==> src/rtl/pc_source_ctrl_if.sv <==
// Bundle between the main control FSM / memory side and the PC-source
// sequencer. The master modport is the control side, the slave modport is
// pc_source_ctrl itself.
interface pc_source_ctrl_if;
  logic        req_inc;
  logic        req_branch;
  logic        req_jump;
  logic        req_jr;
  logic        req_rte;
  logic        exc_req;
  logic [1:0]  exc_cause;
  logic [31:0] pc_cur;
  logic [31:0] rega;
  logic [7:0]  mem_rdata;

  logic [2:0]  pcsource;
  logic        pc_write;
  logic [31:0] leg5;
  logic [31:0] epc;
  logic [1:0]  cause_reg;
  logic        mem_read;
  logic [31:0] mem_addr;
  logic        busy;
  logic        done;

  modport master (
    output req_inc, req_branch, req_jump, req_jr, req_rte,
    output exc_req, exc_cause, pc_cur, rega, mem_rdata,
    input  pcsource, pc_write, leg5, epc, cause_reg,
    input  mem_read, mem_addr, busy, done
  );

  modport slave (
    input  req_inc, req_branch, req_jump, req_jr, req_rte,
    input  exc_req, exc_cause, pc_cur, rega, mem_rdata,
    output pcsource, pc_write, leg5, epc, cause_reg,
    output mem_read, mem_addr, busy, done
  );
endinterface

==> src/rtl/pc_source_ctrl.sv <==
// PC-source sequencer: drives the multicycle PC mux select and PC write
// enable, owns EPC / cause / handler-vector registers and runs the
// exception entry sequence SAVE -> FETCH -> LOAD -> DRIVE.
// All outputs are registered; a request sampled in IDLE shows up on the
// outputs in the following cycle.
// Optional feature: define PCSRC_ALIGN_CHECK_EN to turn a misaligned jr
// target (rega[1:0]!=0) or misaligned EPC on rte into a cause-3 exception.
module pc_source_ctrl #(
  parameter int unsigned MEM_LAT    = 1,
  parameter int unsigned VEC_BASE   = 253,
  parameter int unsigned EPC_OFFSET = 4
) (
  input logic             clk,
  input logic             reset,
  pc_source_ctrl_if.slave bus
);

  typedef enum logic [2:0] {
    S_IDLE, S_SAVE, S_FETCH, S_LOAD, S_DRIVE
  } state_t;

  localparam logic [2:0] LEG_NONE   = 3'b000;
  localparam logic [2:0] LEG_BRANCH = 3'b001;
  localparam logic [2:0] LEG_INC    = 3'b010;
  localparam logic [2:0] LEG_JR     = 3'b011;
  localparam logic [2:0] LEG_JUMP   = 3'b100;
  localparam logic [2:0] LEG_5      = 3'b101;

  localparam int unsigned     CNT_W    = (MEM_LAT > 1) ? $clog2(MEM_LAT) : 1;
  localparam logic [CNT_W-1:0] CNT_LOAD = CNT_W'(MEM_LAT - 1);

  state_t           r_state,     w_state_nxt;
  logic [CNT_W-1:0] r_cnt,       w_cnt_nxt;
  logic [31:0]      r_epc,       w_epc_nxt;
  logic [1:0]       r_cause,     w_cause_nxt;
  logic [2:0]       r_pcsource,  w_pcsource_nxt;
  logic             r_pc_write,  w_pc_write_nxt;
  logic [31:0]      r_leg5,      w_leg5_nxt;
  logic             r_mem_read,  w_mem_read_nxt;
  logic [31:0]      r_mem_addr,  w_mem_addr_nxt;
  logic             r_busy,      w_busy_nxt;
  logic             r_done,      w_done_nxt;

  logic             w_jr_misaligned;
  logic             w_rte_misaligned;
  logic [1:0]       w_vec_idx;
  logic             w_take_exc;
  logic [1:0]       w_new_cause;
  logic [2:0]       w_leg;

`ifdef PCSRC_ALIGN_CHECK_EN
  assign w_jr_misaligned  = (bus.rega[1:0] != 2'b00);
  assign w_rte_misaligned = (r_epc[1:0] != 2'b00);
  assign w_vec_idx        = r_cause;
`else
  assign w_jr_misaligned  = 1'b0;
  assign w_rte_misaligned = 1'b0;
  // Cause 3 is reserved without the alignment check; it uses the cause-0 vector.
  assign w_vec_idx        = (r_cause == 2'd3) ? 2'd0 : r_cause;
`endif

  // Next-state and next-output logic for the sequencer.
  always_comb begin
    // NOTE: every variable gets a default before the case so no latch is inferred.
    w_state_nxt    = r_state;
    w_cnt_nxt      = r_cnt;
    w_epc_nxt      = r_epc;
    w_cause_nxt    = r_cause;
    w_pcsource_nxt = LEG_NONE;
    w_pc_write_nxt = 1'b0;
    w_leg5_nxt     = r_leg5;
    w_mem_read_nxt = 1'b0;
    w_mem_addr_nxt = r_mem_addr;
    w_busy_nxt     = 1'b1;
    w_done_nxt     = 1'b0;
    w_take_exc     = 1'b0;
    w_new_cause    = bus.exc_cause;
    w_leg          = LEG_NONE;

    unique case (r_state)
      S_IDLE: begin
        w_busy_nxt = 1'b0;
        // Fixed priority: exception, rte, jr, jump, branch, inc.
        if (bus.exc_req) begin
          w_take_exc = 1'b1;
        end else if (bus.req_rte) begin
          if (w_rte_misaligned) begin
            w_take_exc  = 1'b1;
            w_new_cause = 2'd3;
          end else begin
            w_leg      = LEG_5;
            w_leg5_nxt = r_epc;
          end
        end else if (bus.req_jr) begin
          if (w_jr_misaligned) begin
            w_take_exc  = 1'b1;
            w_new_cause = 2'd3;
          end else begin
            w_leg = LEG_JR;
          end
        end else if (bus.req_jump) begin
          w_leg = LEG_JUMP;
        end else if (bus.req_branch) begin
          w_leg = LEG_BRANCH;
        end else if (bus.req_inc) begin
          w_leg = LEG_INC;
        end

        if (w_take_exc) begin
          w_state_nxt = S_SAVE;
          w_epc_nxt   = bus.pc_cur - 32'(EPC_OFFSET);
          w_cause_nxt = w_new_cause;
          w_busy_nxt  = 1'b1;
        end else if (w_leg != LEG_NONE) begin
          w_pcsource_nxt = w_leg;
          w_pc_write_nxt = 1'b1;
          w_done_nxt     = 1'b1;
        end
      end

      S_SAVE: begin
        w_state_nxt    = S_FETCH;
        w_mem_read_nxt = 1'b1;
        w_mem_addr_nxt = 32'(VEC_BASE) + {30'b0, w_vec_idx};
        w_cnt_nxt      = CNT_LOAD;
      end

      S_FETCH: begin
        if (r_cnt == '0) begin
          w_state_nxt = S_LOAD;
        end else begin
          w_cnt_nxt      = r_cnt - 1'b1;
          w_mem_read_nxt = 1'b1;
        end
      end

      S_LOAD: begin
        w_state_nxt    = S_DRIVE;
        w_leg5_nxt     = {24'b0, bus.mem_rdata};
        w_pcsource_nxt = LEG_5;
        w_pc_write_nxt = 1'b1;
        w_done_nxt     = 1'b1;
      end

      S_DRIVE: begin
        w_state_nxt = S_IDLE;
        w_busy_nxt  = 1'b0;
      end

      default: begin
        w_state_nxt = S_IDLE;
        w_busy_nxt  = 1'b0;
      end
    endcase
  end

  // State and registered outputs, synchronous active-low reset.
  always_ff @(posedge clk) begin
    // NOTE: sequential state uses non-blocking assignments only.
    if (!reset) begin
      r_state    <= S_IDLE;
      r_cnt      <= '0;
      r_epc      <= '0;
      r_cause    <= '0;
      r_pcsource <= LEG_NONE;
      r_pc_write <= 1'b0;
      r_leg5     <= '0;
      r_mem_read <= 1'b0;
      r_mem_addr <= '0;
      r_busy     <= 1'b0;
      r_done     <= 1'b0;
    end else begin
      r_state    <= w_state_nxt;
      r_cnt      <= w_cnt_nxt;
      r_epc      <= w_epc_nxt;
      r_cause    <= w_cause_nxt;
      r_pcsource <= w_pcsource_nxt;
      r_pc_write <= w_pc_write_nxt;
      r_leg5     <= w_leg5_nxt;
      r_mem_read <= w_mem_read_nxt;
      r_mem_addr <= w_mem_addr_nxt;
      r_busy     <= w_busy_nxt;
      r_done     <= w_done_nxt;
    end
  end

  assign bus.pcsource  = r_pcsource;
  assign bus.pc_write  = r_pc_write;
  assign bus.leg5      = r_leg5;
  assign bus.epc       = r_epc;
  assign bus.cause_reg = r_cause;
  assign bus.mem_read  = r_mem_read;
  assign bus.mem_addr  = r_mem_addr;
  assign bus.busy      = r_busy;
  assign bus.done      = r_done;

endmodule
==> src/flat_wrapper.sv <==
// flat-port wrapper written by rule: the top's interface ports become plain ports
module pc_source_ctrl_flat 
#(
  parameter int unsigned MEM_LAT    = 1,
  parameter int unsigned VEC_BASE   = 253,
  parameter int unsigned EPC_OFFSET = 4
)
  (clk, reset, bus_req_inc, bus_req_branch, bus_req_jump, bus_req_jr, bus_req_rte, bus_exc_req, bus_exc_cause, bus_pc_cur, bus_rega, bus_mem_rdata, bus_pcsource, bus_pc_write, bus_leg5, bus_epc, bus_cause_reg, bus_mem_read, bus_mem_addr, bus_busy, bus_done);
  pc_source_ctrl_if bus_i ();
  input logic clk;
  input logic reset;
  input wire logic [$bits(bus_i.req_inc)-1:0] bus_req_inc;
  input wire logic [$bits(bus_i.req_branch)-1:0] bus_req_branch;
  input wire logic [$bits(bus_i.req_jump)-1:0] bus_req_jump;
  input wire logic [$bits(bus_i.req_jr)-1:0] bus_req_jr;
  input wire logic [$bits(bus_i.req_rte)-1:0] bus_req_rte;
  input wire logic [$bits(bus_i.exc_req)-1:0] bus_exc_req;
  input wire logic [$bits(bus_i.exc_cause)-1:0] bus_exc_cause;
  input wire logic [$bits(bus_i.pc_cur)-1:0] bus_pc_cur;
  input wire logic [$bits(bus_i.rega)-1:0] bus_rega;
  input wire logic [$bits(bus_i.mem_rdata)-1:0] bus_mem_rdata;
  output wire logic [$bits(bus_i.pcsource)-1:0] bus_pcsource;
  output wire logic [$bits(bus_i.pc_write)-1:0] bus_pc_write;
  output wire logic [$bits(bus_i.leg5)-1:0] bus_leg5;
  output wire logic [$bits(bus_i.epc)-1:0] bus_epc;
  output wire logic [$bits(bus_i.cause_reg)-1:0] bus_cause_reg;
  output wire logic [$bits(bus_i.mem_read)-1:0] bus_mem_read;
  output wire logic [$bits(bus_i.mem_addr)-1:0] bus_mem_addr;
  output wire logic [$bits(bus_i.busy)-1:0] bus_busy;
  output wire logic [$bits(bus_i.done)-1:0] bus_done;
  assign bus_i.req_inc = bus_req_inc;
  assign bus_i.req_branch = bus_req_branch;
  assign bus_i.req_jump = bus_req_jump;
  assign bus_i.req_jr = bus_req_jr;
  assign bus_i.req_rte = bus_req_rte;
  assign bus_i.exc_req = bus_exc_req;
  assign bus_i.exc_cause = bus_exc_cause;
  assign bus_i.pc_cur = bus_pc_cur;
  assign bus_i.rega = bus_rega;
  assign bus_i.mem_rdata = bus_mem_rdata;
  assign bus_pcsource = bus_i.pcsource;
  assign bus_pc_write = bus_i.pc_write;
  assign bus_leg5 = bus_i.leg5;
  assign bus_epc = bus_i.epc;
  assign bus_cause_reg = bus_i.cause_reg;
  assign bus_mem_read = bus_i.mem_read;
  assign bus_mem_addr = bus_i.mem_addr;
  assign bus_busy = bus_i.busy;
  assign bus_done = bus_i.done;
  pc_source_ctrl #(.MEM_LAT(MEM_LAT), .VEC_BASE(VEC_BASE), .EPC_OFFSET(EPC_OFFSET)) u_core (.clk(clk), .reset(reset), .bus(bus_i));
endmodule
==> config.mk <==
export PLATFORM = sky130hd
export DESIGN_NAME = pc_source_ctrl_flat
export DESIGN_NICKNAME = d
export VERILOG_FILES = /design/src/rtl/pc_source_ctrl_if.sv /design/src/rtl/pc_source_ctrl.sv /design/src/flat_wrapper.sv
export SDC_FILE = /design/constraint.sdc
export NUM_CORES = 1
export LEC_CHECK = 0
export ABC_AREA = 1
export CAP_MARGIN = 20
export CELL_PAD_IN_SITES_DETAIL_PLACEMENT = 0
export CELL_PAD_IN_SITES_GLOBAL_PLACEMENT = 2
export CORE_MARGIN = 2
export CORE_UTILIZATION = 20
export CTS_BUF_LIST = sky130_fd_sc_hd__clkbuf_2 sky130_fd_sc_hd__clkbuf_4 sky130_fd_sc_hd__clkbuf_8
export DETAILED_ROUTE_END_ITERATION = 8
export PLACE_DENSITY = 0.78
export RECOVER_POWER = 50
export SLEW_MARGIN = 40
export SYNTH_ARGS = -nofsm -noshare
export SYNTH_HDL_FRONTEND = slang
export SYNTH_SLANG_ARGS = --single-unit
==> constraint.sdc <==
create_clock -name clk -period 1.4 [get_ports clk]
set_input_delay 0.28 -clock clk [delete_from_list [all_inputs] [get_ports clk]]
set_output_delay 0.28 -clock clk [all_outputs]
set_load 0.05 [all_outputs]
# After elaboration in Yosys (flattened, before gate mapping)
# Index checks and enable logic that the tools add are counted.
# op_classes
n_bitwise,0
n_reduce_logical,8
n_lt_le_gt_ge,0
n_eq_ne,8
addsub,3
div,0
n_mul,0
n_mux,28
n_shift,0
# op_table
op,n
$mux W32,2
$pmux W32 S2,1
$sub A32 B3 Y32 const B,1
$mux W3,10
$pmux W3 S4,1
$add A8 B2 Y9 const A,1
$ne A2 B2 Y1 const B,4
$pmux W1 S2,4
$mux W1,7
$eq A3 B2 Y1 const B,2
$pmux W3 S2,1
$mux W2,2
$reduce_and A2 Y1,2
$reduce_bool A2 Y1,2
$eq A3 B1 Y1 const B,1
$logic_not A3 Y1,1
$reduce_and A3 Y1,1
$reduce_bool A3 Y1,1
$reduce_or A3 Y1,1
$eq A2 B2 Y1 const B,1
$sub A1 B1 Y1 const B,1
# word_totals
inputBits,82
latchBits,0
ramBits,0
n_memories,0
register_bits,108
mem_bits_ro,0

# Longest topological paths before layout
# depth
depth_word,11
mapped_depth,10
ltp_nobuf,10

# Worst setup path after synthesis
# No wires, ideal clock.
# synth_path
path_type,input to register
start,input bus_pc_cur[2]
end,"register u_core.r_epc[30], in the netlist u_core.bus.epc[30]"
slack_ps,31
arrival_ps,1261
path_stages,9
required_ps,1291
cell_sequence,inv_1 ha_1 nand2_1 nor2_4 nand2_1 o21ai_0 nand3_1 nand2_1 inv_1
# synth_between
elab_chain_len,1
# synth_rtl
item,line_no,rtl
start: declaration,flat_wrapper.sv:19,input wire logic [$bits(bus_i.pc_cur)-1:0] bus_pc_cur;
$sub A32 B3 Y32,pc_source_ctrl.sv:111,w_epc_nxt = bus.pc_cur - 32'(EPC_OFFSET);
end signal: assignment,pc_source_ctrl.sv:175,r_epc <= w_epc_nxt;
end: declaration,pc_source_ctrl.sv:34,"logic [31:0] r_epc, w_epc_nxt;"
# Every way passes these cells.
# A chain may end at the register's enable or synchronous reset.

# Final worst setup path
# layout_path
start,register u_core.r_state[0]
end,"register u_core.r_leg5[3], in the netlist u_core.bus.leg5[3]"
# layout_between
elab_chain_len,3
# layout_rtl
item,line_no,rtl
start: declaration,pc_source_ctrl.sv:32,"state_t r_state, w_state_nxt;"
start signal: assignment,pc_source_ctrl.sv:173,r_state <= w_state_nxt;
$eq A3 B2 Y1 / $logic_not A3 Y1 (equally long branches),pc_source_ctrl.sv:80,unique case (r_state)
$reduce_bool A2 Y1 (no source line) / $ne A2 B2 Y1 (equally long branches),-,
$reduce_and A3 Y1 (no source line),-,
end signal: assignment,pc_source_ctrl.sv:179,r_leg5 <= w_leg5_nxt;
end: declaration,pc_source_ctrl.sv:38,"logic [31:0] r_leg5, w_leg5_nxt;"
# Several ways; a longest one is shown, not always the timed one.

==> metrics.md <==
| Metric | Value |
|---|---|
| DR iter-0 viols | 208 |
| Setup slack after layout | -37.9 ps |
| Port bufs | 131 |
| DR DRC count | 0 |
| H-tree levels | 3 |
| Core area | 0.0202 mm2 |
| Critical Path Fanout Max | 7 |
| Setup Crit Path Kind | flip-flop to flip-flop |
| Clock share of power | 24.6% |
| Post-synth EDFFs | 0 |
| Sink Count | 79 |
| Drt wl/cell | 14.1 um |
| First-pass GRT wire length | 23.5 mm |
| Failing checks | setup timing |
| Row Count | 52 |
| Final Hold Fails | 0 |
| Top Ports | 187 |
| Die height | 148 um |
| Fillers | 2116 |
| Final HPWL DP | 11.5 mm |
| GPL Wtd Cong | 0.836 |
| Crit end category | flip-flop |
| CTS tree | built |
| R2r worst-path depth | 9 |
| Fmax | 695 MHz |
| GRT overflow | 0 |
| Max Buffers Root-to-Sink | 2 |
| Post-route ant nets | 0 |
| Clock Latency Late Sink | 370 ps |
| Layout cells sized above 1 | 35.6% |
| R2r endpoint | u_core.bus.leg5[3] |
| Hold-critical path depth | 2 |
| Final Cycle Share | 103% |
| Largest net degree at the start of global routing | 26 |
| Pint | 4.85 mW |
| Hold Crit Start | bus_pc_cur[2] |
| Class of the worst hold path | input pin to flip-flop |
| Via/cell ratio | 4.07 |
| Critical Path AT | 1750 ps |
| Layout Nets | 888 |
| Total power | 7.81 mW |
| ANT cells | 0 |
| Sw frac | 37.9% |
| Worst R2R Setup Slack | -40 ps |
| Final setup vio count | 7 |
| Combinational power share | 40.6% |
| Critical Path Source Type | flip-flop |
| RSZ-0062 raised after global routing | yes |
| Vias | 4388 |
| Initial core utilization | 20.4% |
| Post-synth cell types | 37 |
| Hold-fix buffers at CTS | 0 |
| Vias in the first global route | 4181 |
| YS warnings | 0 |
| R2r startpoint | u_core.r_state[0] |
| Cell count after synthesis | 600 |
| Skew final | 7.95 ps |
| Total CTS buffers | 9 |
| Initial antenna violation count | 0 |
| Post-Layout Cell Count | 1077 |
| Die Footprint | 0.0218 mm2 |
| VDD IR max | 0.478 mV |
| Seq/Total Area, Yosys | 38.4% |
| Status | complete, but fails checks |
| Routed WL | 15.2 mm |
| Data required, critical path | 1710 ps |
| Leakage power | 3.32 nW |
| Clock Pin Slew Worst Setup and Hold Paths | 80 ps |
| Sequential power share | 34.8% |
| Gr usage total | 14.0% |
| #FFs+latches synth | 79 |
| Placed cell count | 1049 |
| Die X | 148 um |
| Synthesized area | 0.00412 mm2 |
| WHS Endpoint | u_core.bus.epc[2] |
| Synth-to-Final Area Change | 73.0% |
| Crit path time final | 1440 ps |
| Max_cap viols | 0 |
| Syn_area_per_cell | 6.87 um2 |
| Final Max Tran Viols | 0 |
| Main flop type after synthesis | dfxtp_1 |
| Router iterations before antenna repair | 4 |
| Root Buffer | clkbuf_8 |
| P per Cell Area | 1100 mW/mm2 |
| NetSw | 2.96 mW |
| Async SR Flop Fraction | 0% |
[layout by cell type, fill, tap and decap left out, drive strengths merged, types with 5 or more instances in the layout]
master         instances
xor2                   6
dlymetal6s2s          17
nand2                125
a21oi                 39
clkdlybuf4s50         26
nand4                  6
nand3                 54
o21a                  10
dlygate4sd2            5
o21ai                 41
dfxtp                 79
nor2                  89
inv                   71
buf                  126
conb                  23
clkbuf                58
o21bai                 9
[per-stage QoR]
step	area, um2	setup WS [ps]	hold slack (ps)	util (%)	TNS (ps)
after floorplan	4200	30.5	370	-	0
after global placement	7010	-522	479	34.6	-23840
after detailed placement	7010	-541	481	34.6	-24840
after CTS	7440	-28.3	352	36.8	-311
after global routing	7130	-125	139	35.2	-2460
final	7130	-37.9	153	35.2	-132
[cells in the mapped netlist (2+ instances only)]
master | number | share of area, %
nand2_1 | 122 | 11
nor2_1 | 86 | 7.8
dfxtp_1 | 79 | 38
inv_1 | 69 | 6.3
nand3_1 | 51 | 6.2
o21ai_0 | 41 | 5.0
a21oi_1 | 37 | 4.5
buf_4 | 32 | 5.8
o21a_1 | 10 | 1.8
buf_2 | 9 | 1.1
o21bai_1 | 9 | 1.6
clkbuf_1 | 7 | 0.64
nand4_1 | 6 | 0.91
xor2_1 | 6 | 1.3
buf_6 | 3 | 0.82
ha_1 | 3 | 0.91
nand3_2 | 3 | 0.73
o211ai_1 | 3 | 0.55
a31oi_1 | 2 | 0.30
inv_2 | 2 | 0.18
nand2_2 | 2 | 0.30
or2_2 | 2 | 0.30
xnor2_1 | 2 | 0.43
[timing repair]
| action | 4_1_cts | 5_1_grt |
|---|---|---|
| pin swaps | 7 | 25 |
| gates resized for setup | 45 | 101 |
| setup buffers | 7 | 4 |
| gates cloned | 2 | 1 |
| setup endpoints to repair | 57 | 60 |
[cell families (layout without fill, tap and decap cells)]
logic type,count (synthesis),after routing,share of synthesized area [%]
adders and majority gates,3,3,0.911
DFF,79,79,38.4
and+or+nand+nor,277,277,28.7
buffers and inverters,124,309,15.0
other,1,23,0.0910
AOI/OAI and AO/OA,108,108,15.2
xor gates and xnor gates,8,8,1.70
[layer usage]
layer  share of wire [%]  global-route usage (%)  routed length [um]  vias up
met1                  47                    18.3                7100     2006
met4                 1.2                    4.38                 177        0
met2                  48                    22.8                7270      101
met5                   0                       0                   0        -
li1                    -                       -                   -     2271
met3                 4.0                    3.12                 604       10
[how the worst max path moves through the flow]
stage,from,to,cells after the start
final,u_core.r_state[0],u_core.bus.leg5[3],9
after global routing,u_core.r_state[0],u_core.bus.leg5[2],9
after CTS,u_core.r_state[2],u_core.bus.leg5[12],9
after detailed placement,bus_pc_cur[2],u_core.bus.epc[18],9
after global placement,bus_pc_cur[4],u_core.bus.epc[21],9
after floorplan,bus_pc_cur[2],u_core.bus.epc[30],9
[power by group through the flow]
stage	Sequential [mW]	Clock [mW]	Combinational (mW)
after floorplan	3.39	0	0.972
after global placement	2.82	0	3.19
after detailed placement	2.82	0	3.20
after CTS	2.77	2.01	3.37
after global routing	2.75	2.10	3.37
final	2.72	1.92	3.18
[worst max-delay path: stages (launching register included)]
cell and delay (ps):
dfxtp_4 360, nor2_4 130, nand2_4 90, inv_4 70, nand2_4 60, a21oi_4 240, buf_6 180, buf_12 120
nor2_2 30, nor2_1 90
[final cells by class]
cell class | count | area (um2) | area share, %
sequential | 79 | 1590 | 22.3
tap | 270 | 338 | 4.74
timing repair buffer | 222 | 2400 | 33.7
clock inverter | 4 | 70.1 | 0.983
inverter | 72 | 274 | 3.84
multi-input combinational | 419 | 2310 | 32.4
clock buffer | 11 | 145 | 2.04
No activity file was read; power rests on OpenSTA's default activity.
